### config.mk
export PLATFORM = sky130hd
export DESIGN_NAME = io_bus_arbiter_flat
export DESIGN_NICKNAME = d
export VERILOG_FILES = /design/src/rtl/io_bus_pkg.sv /design/src/rtl/io_bus_arbiter_if.sv /design/src/rtl/io_bus_mux.sv /design/src/rtl/io_bus_arbiter.sv /design/src/flat_wrapper.sv
export SDC_FILE = /design/constraint.sdc
export NUM_CORES = 1
export LEC_CHECK = 0
export CORE_AREA = 5 5 116 118
export DETAILED_ROUTE_END_ITERATION = 10
export DIE_AREA = 0 0 121 123
export DONT_BUFFER_PORTS = 1
export GPL_TIMING_DRIVEN = 0
export MAX_ROUTING_LAYER = met4
export PLACE_DENSITY_LB_ADDON = 0.12
export SLEW_MARGIN = 20
export SYNTH_ARGS = -nofsm -noshare
export SYNTH_HDL_FRONTEND = slang
export SYNTH_SLANG_ARGS = --single-unit
### constraint.sdc
create_clock -name clk -period 3.3 [get_ports clk]
set_clock_uncertainty 0.2 [all_clocks]
set_input_delay 0.495 -clock clk [delete_from_list [all_inputs] [get_ports clk]]
set_output_delay 0.495 -clock clk [all_outputs]
set_load 0.05 [all_outputs]
### src/rtl/io_bus_pkg.sv
// io_bus_pkg: owner ids and load/store size encodings shared by core, arbiter and datapath
package io_bus_pkg;
  localparam int MEM_CTRL_W = 2;
  typedef enum logic {OWNER_CORE = 1'b0, OWNER_M1 = 1'b1} owner_e;
  typedef enum logic [MEM_CTRL_W-1:0] {MEM_BYTE = 2'd0, MEM_HALF = 2'd1, MEM_WORD = 2'd2} mem_ctrl_e;
endpackage

### src/rtl/io_bus_arbiter_if.sv
// io_bus_arbiter_if: both master ports plus the shared datapath port of the I/O bus
interface io_bus_arbiter_if #(parameter int ADDR_W = 32, parameter int DATA_W = 32);
  import io_bus_pkg::*;
  logic                  m0_req, m0_we, m0_gnt, m0_stall;
  logic [MEM_CTRL_W-1:0] m0_mem_ctrl;
  logic [ADDR_W-1:0]     m0_addr;
  logic [DATA_W-1:0]     m0_wdata, m0_rdata;
  logic                  m1_req, m1_we, m1_lock, m1_gnt;
  logic [MEM_CTRL_W-1:0] m1_mem_ctrl;
  logic [ADDR_W-1:0]     m1_addr;
  logic [DATA_W-1:0]     m1_wdata, m1_rdata;
  logic [ADDR_W-1:0]     bus_addr;
  logic [DATA_W-1:0]     bus_wdata, bus_rdata;
  logic                  bus_we;
  logic [MEM_CTRL_W-1:0] bus_mem_ctrl;
  logic                  owner;
  modport slave (
    input  m0_req, m0_we, m0_mem_ctrl, m0_addr, m0_wdata,
    input  m1_req, m1_we, m1_mem_ctrl, m1_addr, m1_wdata, m1_lock,
    input  bus_rdata,
    output m0_gnt, m0_stall, m0_rdata, m1_gnt, m1_rdata,
    output bus_addr, bus_wdata, bus_we, bus_mem_ctrl, owner
  );
  modport master (
    output m0_req, m0_we, m0_mem_ctrl, m0_addr, m0_wdata,
    output m1_req, m1_we, m1_mem_ctrl, m1_addr, m1_wdata, m1_lock,
    output bus_rdata,
    input  m0_gnt, m0_stall, m0_rdata, m1_gnt, m1_rdata,
    input  bus_addr, bus_wdata, bus_we, bus_mem_ctrl, owner
  );
endinterface

### src/rtl/io_bus_mux.sv
// io_bus_mux: combinational owner select of address, write data, size and write enable
module io_bus_mux
  import io_bus_pkg::*;
#(
  parameter int ADDR_W = 32,
  parameter int DATA_W = 32
) (
  input  owner_e                owner_i,
  input  logic                  en_i,
  input  logic                  m0_we_i,
  input  logic                  m0_gnt_i,
  input  logic [MEM_CTRL_W-1:0] m0_mem_ctrl_i,
  input  logic [ADDR_W-1:0]     m0_addr_i,
  input  logic [DATA_W-1:0]     m0_wdata_i,
  input  logic                  m1_we_i,
  input  logic                  m1_gnt_i,
  input  logic [MEM_CTRL_W-1:0] m1_mem_ctrl_i,
  input  logic [ADDR_W-1:0]     m1_addr_i,
  input  logic [DATA_W-1:0]     m1_wdata_i,
  output logic [ADDR_W-1:0]     bus_addr_o,
  output logic [DATA_W-1:0]     bus_wdata_o,
  output logic [MEM_CTRL_W-1:0] bus_mem_ctrl_o,
  output logic                  bus_we_o
);
  logic sel;
  assign sel            = owner_i == OWNER_M1;
  assign bus_addr_o     = sel ? m1_addr_i : m0_addr_i;
  assign bus_wdata_o    = sel ? m1_wdata_i : m0_wdata_i;
  assign bus_mem_ctrl_o = sel ? m1_mem_ctrl_i : m0_mem_ctrl_i;
  // en_i kills any write while reset is held, even an in-flight beat
  assign bus_we_o       = en_i & (sel ? (m1_we_i & m1_gnt_i) : (m0_we_i & m0_gnt_i));
endmodule

### src/rtl/io_bus_arbiter.sv
// io_bus_arbiter: core-parked two-master arbiter with burst lock and starvation guard
module io_bus_arbiter
  import io_bus_pkg::*;
#(
  parameter int ADDR_W     = 32,
  parameter int DATA_W     = 32,
  parameter int MAX_BURST  = 16,
  parameter int STARVE_LIM = 8
) (
  input logic             clk,
  input logic             reset,
  io_bus_arbiter_if.slave bus
);
  localparam int BW = MAX_BURST > 1 ? $clog2(MAX_BURST) : 1;
  localparam int SW = $clog2(STARVE_LIM + 1);
  owner_e        owner_q, owner_d;
  logic [BW-1:0] beat_q, beat_d;
  logic [SW-1:0] starve_q, starve_d;
  logic          own_m1, m0_gnt, m1_gnt, beat_max, starved, take, yield;
  assign own_m1   = owner_q == OWNER_M1;
  assign m0_gnt   = bus.m0_req & ~own_m1;
  assign m1_gnt   = bus.m1_req & own_m1 & reset;
  assign beat_max = beat_q == BW'(MAX_BURST - 1);
  assign starved  = starve_q == SW'(STARVE_LIM);
  // core keeps the bus on a tie until master 1 has lost STARVE_LIM times
  assign take     = bus.m1_req & (~bus.m0_req | starved);
  assign yield    = ~bus.m1_req | (bus.m0_req & (~bus.m1_lock | (beat_max & m1_gnt)));
  always_comb begin
    owner_d  = own_m1 ? (yield ? OWNER_CORE : OWNER_M1) : (take ? OWNER_M1 : OWNER_CORE);
    beat_d   = (own_m1 & yield) ? '0 : (m1_gnt & ~beat_max) ? beat_q + 1'b1 : beat_q;
    starve_d = (~own_m1 & take) ? '0
             : (~own_m1 & bus.m0_req & bus.m1_req & ~starved) ? starve_q + 1'b1 : starve_q;
  end
  always_ff @(posedge clk or negedge reset)
    if (!reset) begin
      owner_q  <= OWNER_CORE;
      beat_q   <= '0;
      starve_q <= '0;
    end else begin
      owner_q  <= owner_d;
      beat_q   <= beat_d;
      starve_q <= starve_d;
    end
  assign bus.m0_gnt   = m0_gnt;
  assign bus.m1_gnt   = m1_gnt;
  assign bus.m0_stall = bus.m0_req & ~m0_gnt;
  assign bus.m0_rdata = bus.bus_rdata;
  assign bus.m1_rdata = bus.bus_rdata;
  assign bus.owner    = own_m1;
  io_bus_mux #(.ADDR_W(ADDR_W), .DATA_W(DATA_W)) u_mux (
    .owner_i        (owner_q),
    .en_i           (reset),
    .m0_we_i        (bus.m0_we),
    .m0_gnt_i       (m0_gnt),
    .m0_mem_ctrl_i  (bus.m0_mem_ctrl),
    .m0_addr_i      (bus.m0_addr),
    .m0_wdata_i     (bus.m0_wdata),
    .m1_we_i        (bus.m1_we),
    .m1_gnt_i       (m1_gnt),
    .m1_mem_ctrl_i  (bus.m1_mem_ctrl),
    .m1_addr_i      (bus.m1_addr),
    .m1_wdata_i     (bus.m1_wdata),
    .bus_addr_o     (bus.bus_addr),
    .bus_wdata_o    (bus.bus_wdata),
    .bus_mem_ctrl_o (bus.bus_mem_ctrl),
    .bus_we_o       (bus.bus_we)
  );
endmodule

### src/flat_wrapper.sv
// flat-port wrapper written by rule: the top's interface ports become plain ports
module io_bus_arbiter_flat import io_bus_pkg::*;
#(
  parameter int ADDR_W     = 32,
  parameter int DATA_W     = 32,
  parameter int MAX_BURST  = 16,
  parameter int STARVE_LIM = 8
)
  (clk, reset, bus_m0_req, bus_m0_we, bus_m0_mem_ctrl, bus_m0_addr, bus_m0_wdata, bus_m1_req, bus_m1_we, bus_m1_mem_ctrl, bus_m1_addr, bus_m1_wdata, bus_m1_lock, bus_bus_rdata, bus_m0_gnt, bus_m0_stall, bus_m0_rdata, bus_m1_gnt, bus_m1_rdata, bus_bus_addr, bus_bus_wdata, bus_bus_we, bus_bus_mem_ctrl, bus_owner);
  io_bus_arbiter_if #(.ADDR_W(ADDR_W), .DATA_W(DATA_W)) bus_i ();
  input logic clk;
  input logic reset;
  input wire logic [$bits(bus_i.m0_req)-1:0] bus_m0_req;
  input wire logic [$bits(bus_i.m0_we)-1:0] bus_m0_we;
  input wire logic [$bits(bus_i.m0_mem_ctrl)-1:0] bus_m0_mem_ctrl;
  input wire logic [$bits(bus_i.m0_addr)-1:0] bus_m0_addr;
  input wire logic [$bits(bus_i.m0_wdata)-1:0] bus_m0_wdata;
  input wire logic [$bits(bus_i.m1_req)-1:0] bus_m1_req;
  input wire logic [$bits(bus_i.m1_we)-1:0] bus_m1_we;
  input wire logic [$bits(bus_i.m1_mem_ctrl)-1:0] bus_m1_mem_ctrl;
  input wire logic [$bits(bus_i.m1_addr)-1:0] bus_m1_addr;
  input wire logic [$bits(bus_i.m1_wdata)-1:0] bus_m1_wdata;
  input wire logic [$bits(bus_i.m1_lock)-1:0] bus_m1_lock;
  input wire logic [$bits(bus_i.bus_rdata)-1:0] bus_bus_rdata;
  output wire logic [$bits(bus_i.m0_gnt)-1:0] bus_m0_gnt;
  output wire logic [$bits(bus_i.m0_stall)-1:0] bus_m0_stall;
  output wire logic [$bits(bus_i.m0_rdata)-1:0] bus_m0_rdata;
  output wire logic [$bits(bus_i.m1_gnt)-1:0] bus_m1_gnt;
  output wire logic [$bits(bus_i.m1_rdata)-1:0] bus_m1_rdata;
  output wire logic [$bits(bus_i.bus_addr)-1:0] bus_bus_addr;
  output wire logic [$bits(bus_i.bus_wdata)-1:0] bus_bus_wdata;
  output wire logic [$bits(bus_i.bus_we)-1:0] bus_bus_we;
  output wire logic [$bits(bus_i.bus_mem_ctrl)-1:0] bus_bus_mem_ctrl;
  output wire logic [$bits(bus_i.owner)-1:0] bus_owner;
  assign bus_i.m0_req = bus_m0_req;
  assign bus_i.m0_we = bus_m0_we;
  assign bus_i.m0_mem_ctrl = bus_m0_mem_ctrl;
  assign bus_i.m0_addr = bus_m0_addr;
  assign bus_i.m0_wdata = bus_m0_wdata;
  assign bus_i.m1_req = bus_m1_req;
  assign bus_i.m1_we = bus_m1_we;
  assign bus_i.m1_mem_ctrl = bus_m1_mem_ctrl;
  assign bus_i.m1_addr = bus_m1_addr;
  assign bus_i.m1_wdata = bus_m1_wdata;
  assign bus_i.m1_lock = bus_m1_lock;
  assign bus_i.bus_rdata = bus_bus_rdata;
  assign bus_m0_gnt = bus_i.m0_gnt;
  assign bus_m0_stall = bus_i.m0_stall;
  assign bus_m0_rdata = bus_i.m0_rdata;
  assign bus_m1_gnt = bus_i.m1_gnt;
  assign bus_m1_rdata = bus_i.m1_rdata;
  assign bus_bus_addr = bus_i.bus_addr;
  assign bus_bus_wdata = bus_i.bus_wdata;
  assign bus_bus_we = bus_i.bus_we;
  assign bus_bus_mem_ctrl = bus_i.bus_mem_ctrl;
  assign bus_owner = bus_i.owner;
  io_bus_arbiter #(.ADDR_W(ADDR_W), .DATA_W(DATA_W), .MAX_BURST(MAX_BURST), .STARVE_LIM(STARVE_LIM)) u_core (.clk(clk), .reset(reset), .bus(bus_i));
endmodule
; After elaboration in Yosys (flattened, before gate mapping)
; Cells that the tools add are included.
[word_totals]
rom_bits = 0
register_bits = 9
elab_cells = 45
output_inout_bits = 135
in_bits = 171
latchBits = 0
ram_bits = 0
n_memories = 0
[classes]
div = 0
eq_ne = 2
magnitude_cmp = 0
shift = 0
n_bitwise = 25
muxes = 11
multipliers = 0
reduce_logical = 2
addsub = 2
[ops]
columns = cell, n
row1 = $mux 32, 2
row2 = $mux 4, 4
row3 = $and 1x1->1, 15
row4 = $add 4x1->4 const B, 2
row5 = $eq 4x4->1 const B, 2
row6 = $not 1->1, 7
row7 = $mux 1, 4
row8 = $reduce_bool 2->1, 2
row9 = $or 1x1->1, 3
row10 = $mux 2, 1

; Logic depth before layout (Yosys ltp)
; Gate-level depths: netlist of the first run.
[depth]
word_depth = 8
mapped_depth = 5
mapped_depth_nobuf = 5

; Modules after synthesis
; From an unflattened synthesis of the first run, not the netlist that was laid out.
[hier_totals]
hier_cells = 200
area_unflattened_um2 = 1919.3
[modules_own_cells]
columns = module, seq_area_each_um2, cells_each, n_inst, area_per_inst_um2
row1 = io_bus_arbiter, 225.2, 123, 1, 1024.7
row2 = io_bus_mux, 0.0, 77, 1, 894.6

; Least setup slack after synthesis of the first run
; No wires, ideal clock.
[synth_path]
path_kind = register -> output
from = reg u_core.owner_q, in the netlist u_core.bus.owner
to = out bus_bus_we
path_buffers = 0
arrival_time_ns = 2.269
required_time_ns = 2.605
path_slack_ns = 0.336
stages_incl_launch_ff = 4
path_cell_list = dfrtp_1 > nor2b_1 > a32oi_1 > nor2b_1
[synth_between]
elab_chain_len = 5
word_cells_on_any_way = 8
cone_classes = mux (1) / bitwise (7)
[synth_rtl]
columns = item, line_no
row1 = start: declaration, io_bus_arbiter.sv:16  ; owner_e owner_q, owner_d;
row2 = start signal: assignment, io_bus_arbiter.sv:40  ; owner_q <= owner_d;
row3 = $not 1->1, io_bus_arbiter.sv:21  ; assign m0_gnt = bus.m0_req & ~own_m1;
row4 = $and 1x1->1, io_bus_arbiter.sv:21
row5 = net bus_m0_gnt, flat_wrapper.sv:25  ; output wire logic [$bits(bus_i.m0_gnt)-1:0] bus_m0_gnt;
row6 = $and 1x1->1, io_bus_mux.sv:31  ; assign bus_we_o = en_i & (sel ? (m1_we_i & m1_gnt_i) : (m0_we_i & m0_gnt_i));
row7 = $mux 1, io_bus_mux.sv:31
row8 = $and 1x1->1, io_bus_mux.sv:31
row9 = end: declaration, flat_wrapper.sv:32  ; output wire logic [$bits(bus_i.bus_we)-1:0] bus_bus_we;
; The timed path passes the listed nets, and every way through them passes these cells.

; Final worst setup path of the first run
; Same ends and word-level chain as after synthesis.

==> impl_metrics.tcl, run 1 <==
set metrics [dict create \
    finalPower_w 0.00132 \
    synth_cells 197 \
    grt_max_degree 11 \
    drt_pass1_iterations 4 \
    routed_via_density 3.89 \
    setup_viol 0 \
    start_util_pct 14.7 \
    cp.arrival_ps 2370 \
    synth_nets 371 \
    dieWidth_um 121 \
    port_buffers 0 \
    swShare_pct 60.3 \
    via_count 1455 \
    netlist.area_leader.share_pct 40.8 \
    crit_path_start_kind "register" \
    fmax_mhz 326 \
    antenna_left 0 \
    grt_antenna_before_repair 0 \
    synthMuxAreaShare_pct 41.3 \
    hold_class "in -> reg" \
    critPathKind "reg -> out" \
    place_hpwl_um 6250 \
    synth_xor_area_share_pct 0 \
    maxCapViolations 0 \
    cts_tree "yes" \
    slowest_delay_ps 760 \
    fin_crit_sh_pct 92.8 \
    num_antenna_cells 0 \
    p_sw_w 0.000796 \
    initialDrtViolationCount 34 \
    die_y_um 123 \
    cts.clk_slew.worst_paths_ps 40 \
    crit_buf_inv 0 \
    clock_sinks 9 \
    avgRoutedWirePerCell_um 18.3 \
    clkPwrFrac_pct 16.3 \
    fin_tns_setup_ps 0 \
    ys_seq_area_share_pct 12.4 \
    postCtsSetupBuffers 0 \
    synth-simple-area-share_pct 7.41 \
    rsz0062_at_grt "no" \
    ys_warn_count 0 \
    max_slew.worst_pin.slew_ps 926 \
    hold_viol 0 \
    areaGrowthSynthToFinish_pct 16.8 \
    cp-end-kind "output pin" \
    peakVddDrop_mv 0.124 \
    power_leakage_nw 0.893 \
    cts_made_buffers 3 \
    seqPwrFrac_pct 12.8 \
    synth_area_leaders "mux2_2 41%, buf_4 29%, dfrtp_1 12%, ha_1 2.1%, o21ai_0 1.6%" \
    relSlewSlack_pct 38.1 \
    drv_slew 0 \
    p_comb_share_pct 70.9 \
    ys_seq_elements 9 \
    crit_slowest_cell "nor2b_1" \
    core-area_sq_mm 0.0124 \
    synth_area_sq_mm 0.00182 \
    clock_path_buffers 2 \
    synth_top_family_by_area "multiplexers" \
    final_core_util_pct 17.2 \
    ys_types 30 \
    synthAdderAreaFrac_pct 2.06 \
    internal-power_w 0.000525 \
    die-area_sq_mm 0.0149 \
    cp_cell_sequence "nor2b_2 > a32oi_1 > nor2b_1" \
    synth_compound_area_share_pct 6.25 \
    fillers 1344 \
    min_period_ps 3060 \
    drive_above_1_share_pct 70.8 \
    worst-path-max-fanout 6 \
    gp_congestion 0.692 \
    avgSynthCellArea_sq_um 9.25 \
    pin_count 306 \
    cts_max_level 1 \
    crit_family "simple AND/OR/NAND/NOR gates" \
    drc 0 \
    rows 41 \
    grt_pass1_vias 1465 \
    status "finished clean" \
    nets 377 \
    postLayoutCellArea_sq_mm 0.00213 \
    pwr_density_cell_mw_per_mm2 620 \
    insertion_delay_ps 230 \
    gr-total-overflow 0 \
    grt.total_usage_pct 7.52 \
    yosys.area.top_type "mux2_2" \
    drt-total-wl_um 6850 \
    cp_data_required_time_ps 2600 \
    grt_pass1_wl_um 8390 \
    clockRootBuffer "clkbuf_16" \
    place_area_sq_mm 0.00204 \
]
-- cell usage in the layout (no fill, tap or decap), types with 2 or more instances in the layout --
| master | n |
|---|---|
| a211oi_1 | 2 |
| a22oi_1 | 2 |
| buf_2 | 2 |
| buf_4 | 70 |
| clkbuf_16 | 3 |
| dfrtp_1 | 9 |
| ha_1 | 3 |
| inv_1 | 6 |
| mux2_2 | 66 |
| nand2_1 | 5 |
| nand3_1 | 5 |
| nor2b_1 | 2 |
| o21ai_0 | 6 |
-- per-layer routing --
metal	global-route usage, %	vias up	wire length, um
met5	-	-	0
met1	8.41	660	2400
met2	14.1	152	3780
met3	1.28	4	624
li1	-	639	-
met4	1.49	0	47
-- synth_stat cells, drive strengths merged --
master	n
buf	72
mux2	66
dfrtp	9
inv	6
nand3	6
o21ai	6
nand2	5
ha	3
nor2b	3
a211oi	2
a22oi	2
a21oi	1
a221oi	1
a32oi	1
and2	1
and3	1
and4	1
mux2i	1
nand2b	1
nand3b	1
nor3b	1
nor4	1
o21a	1
o221ai	1
o22ai	1
o2bb2ai	1
or2b	1
or3	1
-- flip-flops by register name (all words and copies together), names as in the netlist --
| register | count |
|---|---|
| u_core.beat_q | 4 |
| u_core.bus.owner | 1 |
| u_core.starve_q | 4 |
-- cell families (layout without fill, tap and decap cells) --
logic type | after synthesis | in the layout
buffers and inverters | 78 | 83
AND/OR/NAND/NOR | 23 | 23
AO/OA/AOI/OAI | 17 | 17
multiplexers | 67 | 67
adder cells (fa/ha/maj) | 3 | 3
flip-flops | 9 | 9
-- metrics by stage --
| step | setup slack [ps] | std cells | hold slack, ps |
|---|---|---|---|
| 3_5_place_dp | 116 | 369 | 0.0573 |
| 5_1_grt | 110 | 374 | 180 |
| 2_1_floorplan | 336 | 197 | -0.591 |
| 3_3_place_gp | 114 | 369 | -0.0251 |
| 4_1_cts | 160 | 374 | 169 |
| 6_report | 237 | 374 | 176 |
-- power groups by stage --
| stage | clock, W | combinational [W] | sequential [W] |
|---|---|---|---|
| global placement | 0 | 0.000949 | 0.000172 |
| finish | 0.000215 | 0.000936 | 0.000170 |
| floorplan | 0 | 0.000882 | 0.000161 |
| global route | 0.000228 | 0.000972 | 0.000175 |
| CTS | 0.000223 | 0.000949 | 0.000171 |
| detailed placement | 0 | 0.000943 | 0.000172 |
-- repair_timing --
item,CTS,global route
endpoints found under the setup margin,1,0
endpoints found under the hold margin,9,0
resized for setup,1,0
hold buffers,1,0
-- final cells by class --
class	count	area, sq um	share of cell area, %
well taps	172	215	10.1
repair buffers	1	10.0	0.470
multi-input cells	110	1040	48.9
flip-flops and latches	9	225	10.6
clock buffers	4	78.8	3.70
plain buffers	72	536	25.1
inverters	6	22.5	1.06
-- path summary, 6_finish.rpt --
kind                                     from            endpoint  depth (start not counted)  slack [ps]
min in group asynchronous               reset    u_core.bus.owner                          1         460
max                          u_core.bus.owner          bus_bus_we                          3         240
min reg2reg                u_core.starve_q[2]  u_core.starve_q[2]                          1         340
max reg2reg                  u_core.bus.owner    u_core.bus.owner                          3        1040
max in group asynchronous               reset    u_core.beat_q[1]                          1        2120
min                                bus_m1_req    u_core.bus.owner                          2         180
Power figures use the tool's default switching activity.
==> run 2: changes to the inputs <==
Settings changed: REMOVE_ABC_BUFFERS from default to 1.
==> run 2 against run 1 <==
Net effect: total power fell by 17%; die area stayed put; non-clock buffer count down 71; count of clock-buffer cells in the layout stayed put; via count down 15%; final cell count down 18%; global-route usage up 3.0 points; sequential cell count unchanged; combinational power decreased by 26%; sequential share of layout area increased by 3.4 points; final area fell by 23%; wire length rose by 25%; highest routed layer unchanged.
==> impl_metrics.tcl, run 2 (synthesis results as in run 1) <==
set metrics [dict create \
    grt_pass1_wl_um 10700 \
    worst-path-max-fanout 45 \
    peakVddDrop_mv 0.172 \
    gr-total-overflow 0 \
    max_slew.worst_pin.slew_ps 679 \
    core-area_sq_mm 0.0124 \
    use_met1_pct 13.6 \
    cts_max_level 1 \
    die-area_sq_mm 0.0149 \
    hold_viol 0 \
    met3_usage_pct 9.61 \
    dieWidth_um 121 \
    initialDrtViolationCount 57 \
    relSlewSlack_pct 54.5 \
    finalWorstSetupSlack_ps 209 \
    hold_class "in -> reg" \
    placedCellCount 298 \
    cts_made_buffers 3 \
    setup_viol 0 \
    drc 0 \
    fin_crit_sh_pct 93.7 \
    pin_count 306 \
    place_hpwl_um 7600 \
    cp_data_required_time_ps 2600 \
    swShare_pct 57.5 \
    rows 41 \
    grt_pass1_vias 1288 \
    dp_slack_ps 139 \
    p_comb_share_pct 63.3 \
    critPathKind "reg -> out" \
    holdWs_ps 164 \
    seqPwrFrac_pct 16.7 \
    status "finished clean" \
    layout_common_cells "66 x mux2_2, 8 x dfrtp_1, 6 x inv_1, 6 x o21ai_0" \
    cp-end-kind "output pin" \
    grt.total_usage_pct 10.5 \
    areaGrowthSynthToFinish_pct -10.2 \
    clock_path_buffers 2 \
    antenna_left 0 \
    routed_via_density 4.02 \
    fillers 1416 \
    drive_above_1_share_pct 56.5 \
    final_common_cell "mux2_2" \
    drv_slew 0 \
    min_period_ps 3090 \
    grt_max_degree 46 \
    maxCapViolations 0 \
    cp.arrival_ps 2400 \
    fmax_mhz 323 \
    cts_tree "yes" \
    clock_sinks 9 \
    regArea_sq_um 229 \
    power_leakage_nw 0.558 \
    finalNonFillerCells 307 \
    grtUsageMet2_pct 11.6 \
    cts.clk_slew.worst_paths_ps 40 \
    gp_congestion 0.683 \
    grt.busiest_layer "met1" \
    clkPwrFrac_pct 20.0 \
    drt_pass1_iterations 4 \
    fin_tns_setup_ps 0 \
    p_sw_w 0.000632 \
    multi_input_area_sq_mm 0.00104 \
    insertion_delay_ps 240 \
    internal-power_w 0.000467 \
    nets 306 \
    pwr_density_cell_mw_per_mm2 671 \
    die_y_um 123 \
    via_count 1234 \
    start_util_pct 14.7 \
    clockRootBuffer "clkbuf_16" \
    drt-total-wl_um 8590 \
    port_buffers 0 \
    avgRoutedWirePerCell_um 28.0 \
    rsz0062_at_grt "no" \
    grt_antenna_before_repair 4 \
    crit_path_start_kind "register" \
]
## run 2: repair_timing
| item | 4_1_cts | 5_1_grt |
|---|---|---|
| gates resized for setup | 1 | 0 |
| setup endpoints to repair | 1 | 0 |
| hold buffers | 1 | 0 |
| buffers inserted | 0 | 0 |
| endpoints found under the hold margin | 9 | 0 |
## run 2: worst paths after layout
kind | startpoint | endpoint | slack, ps | cells after the start
max in group asynchronous | reset | u_core.bus.owner | 2070 | 1
setup / recovery | u_core.bus.owner | bus_bus_we | 210 | 4
min in group asynchronous | reset | u_core.beat_q[0] | 460 | 1
setup reg to reg | u_core.bus.owner | u_core.beat_q[2] | 1230 | 4
hold / removal | bus_m1_req | u_core.bus.owner | 160 | 2
hold reg to reg | u_core.starve_q[2] | u_core.starve_q[2] | 330 | 1
## run 2: power groups by stage
stage	Combinational, W	Clock, W	Sequential (W)
4_1_cts	0.000703	0.000226	0.000185
5_1_grt	0.000720	0.000234	0.000191
2_1_floorplan	0.000625	0	0.000197
3_3_place_gp	0.000669	0	0.000217
3_5_place_dp	0.000698	0	0.000185
6_report	0.000696	0.000220	0.000184
## run 2: layer usage
metal | up-vias | wire length, um
li1 | 503 | -
met1 | 556 | 3600
met2 | 170 | 3310
met3 | 5 | 1620
met5 | - | 0
met4 | 0 | 49
## run 2: layout make-up
cell class / instances / area share (%)
diodes: 4 / 0.611
clock buffers: 4 / 4.81
inverters: 6 / 1.38
multi-input cells: 110 / 63.8
flip-flops and latches: 9 / 14.0
well taps: 172 / 13.1
repair buffers: 2 / 2.29
## run 2: stage by stage
stage / area [sq um] / power [W] / util (%)
2_1_floorplan: 1290 / 0.000822 / -
3_3_place_gp: 1500 / 0.000886 / 12.2
3_5_place_dp: 1540 / 0.000883 / 12.4
4_1_cts: 1630 / 0.00111 / 13.2
5_1_grt: 1640 / 0.00115 / 13.2
6_report: 1640 / 0.00110 / 13.2
## run 2: critical path, stage by stage (launching register included)
cell and delay [ps]:
dfrtp_4 650, buf_16 270, nor2b_2 580, a32oi_1 130, nor2b_2 520
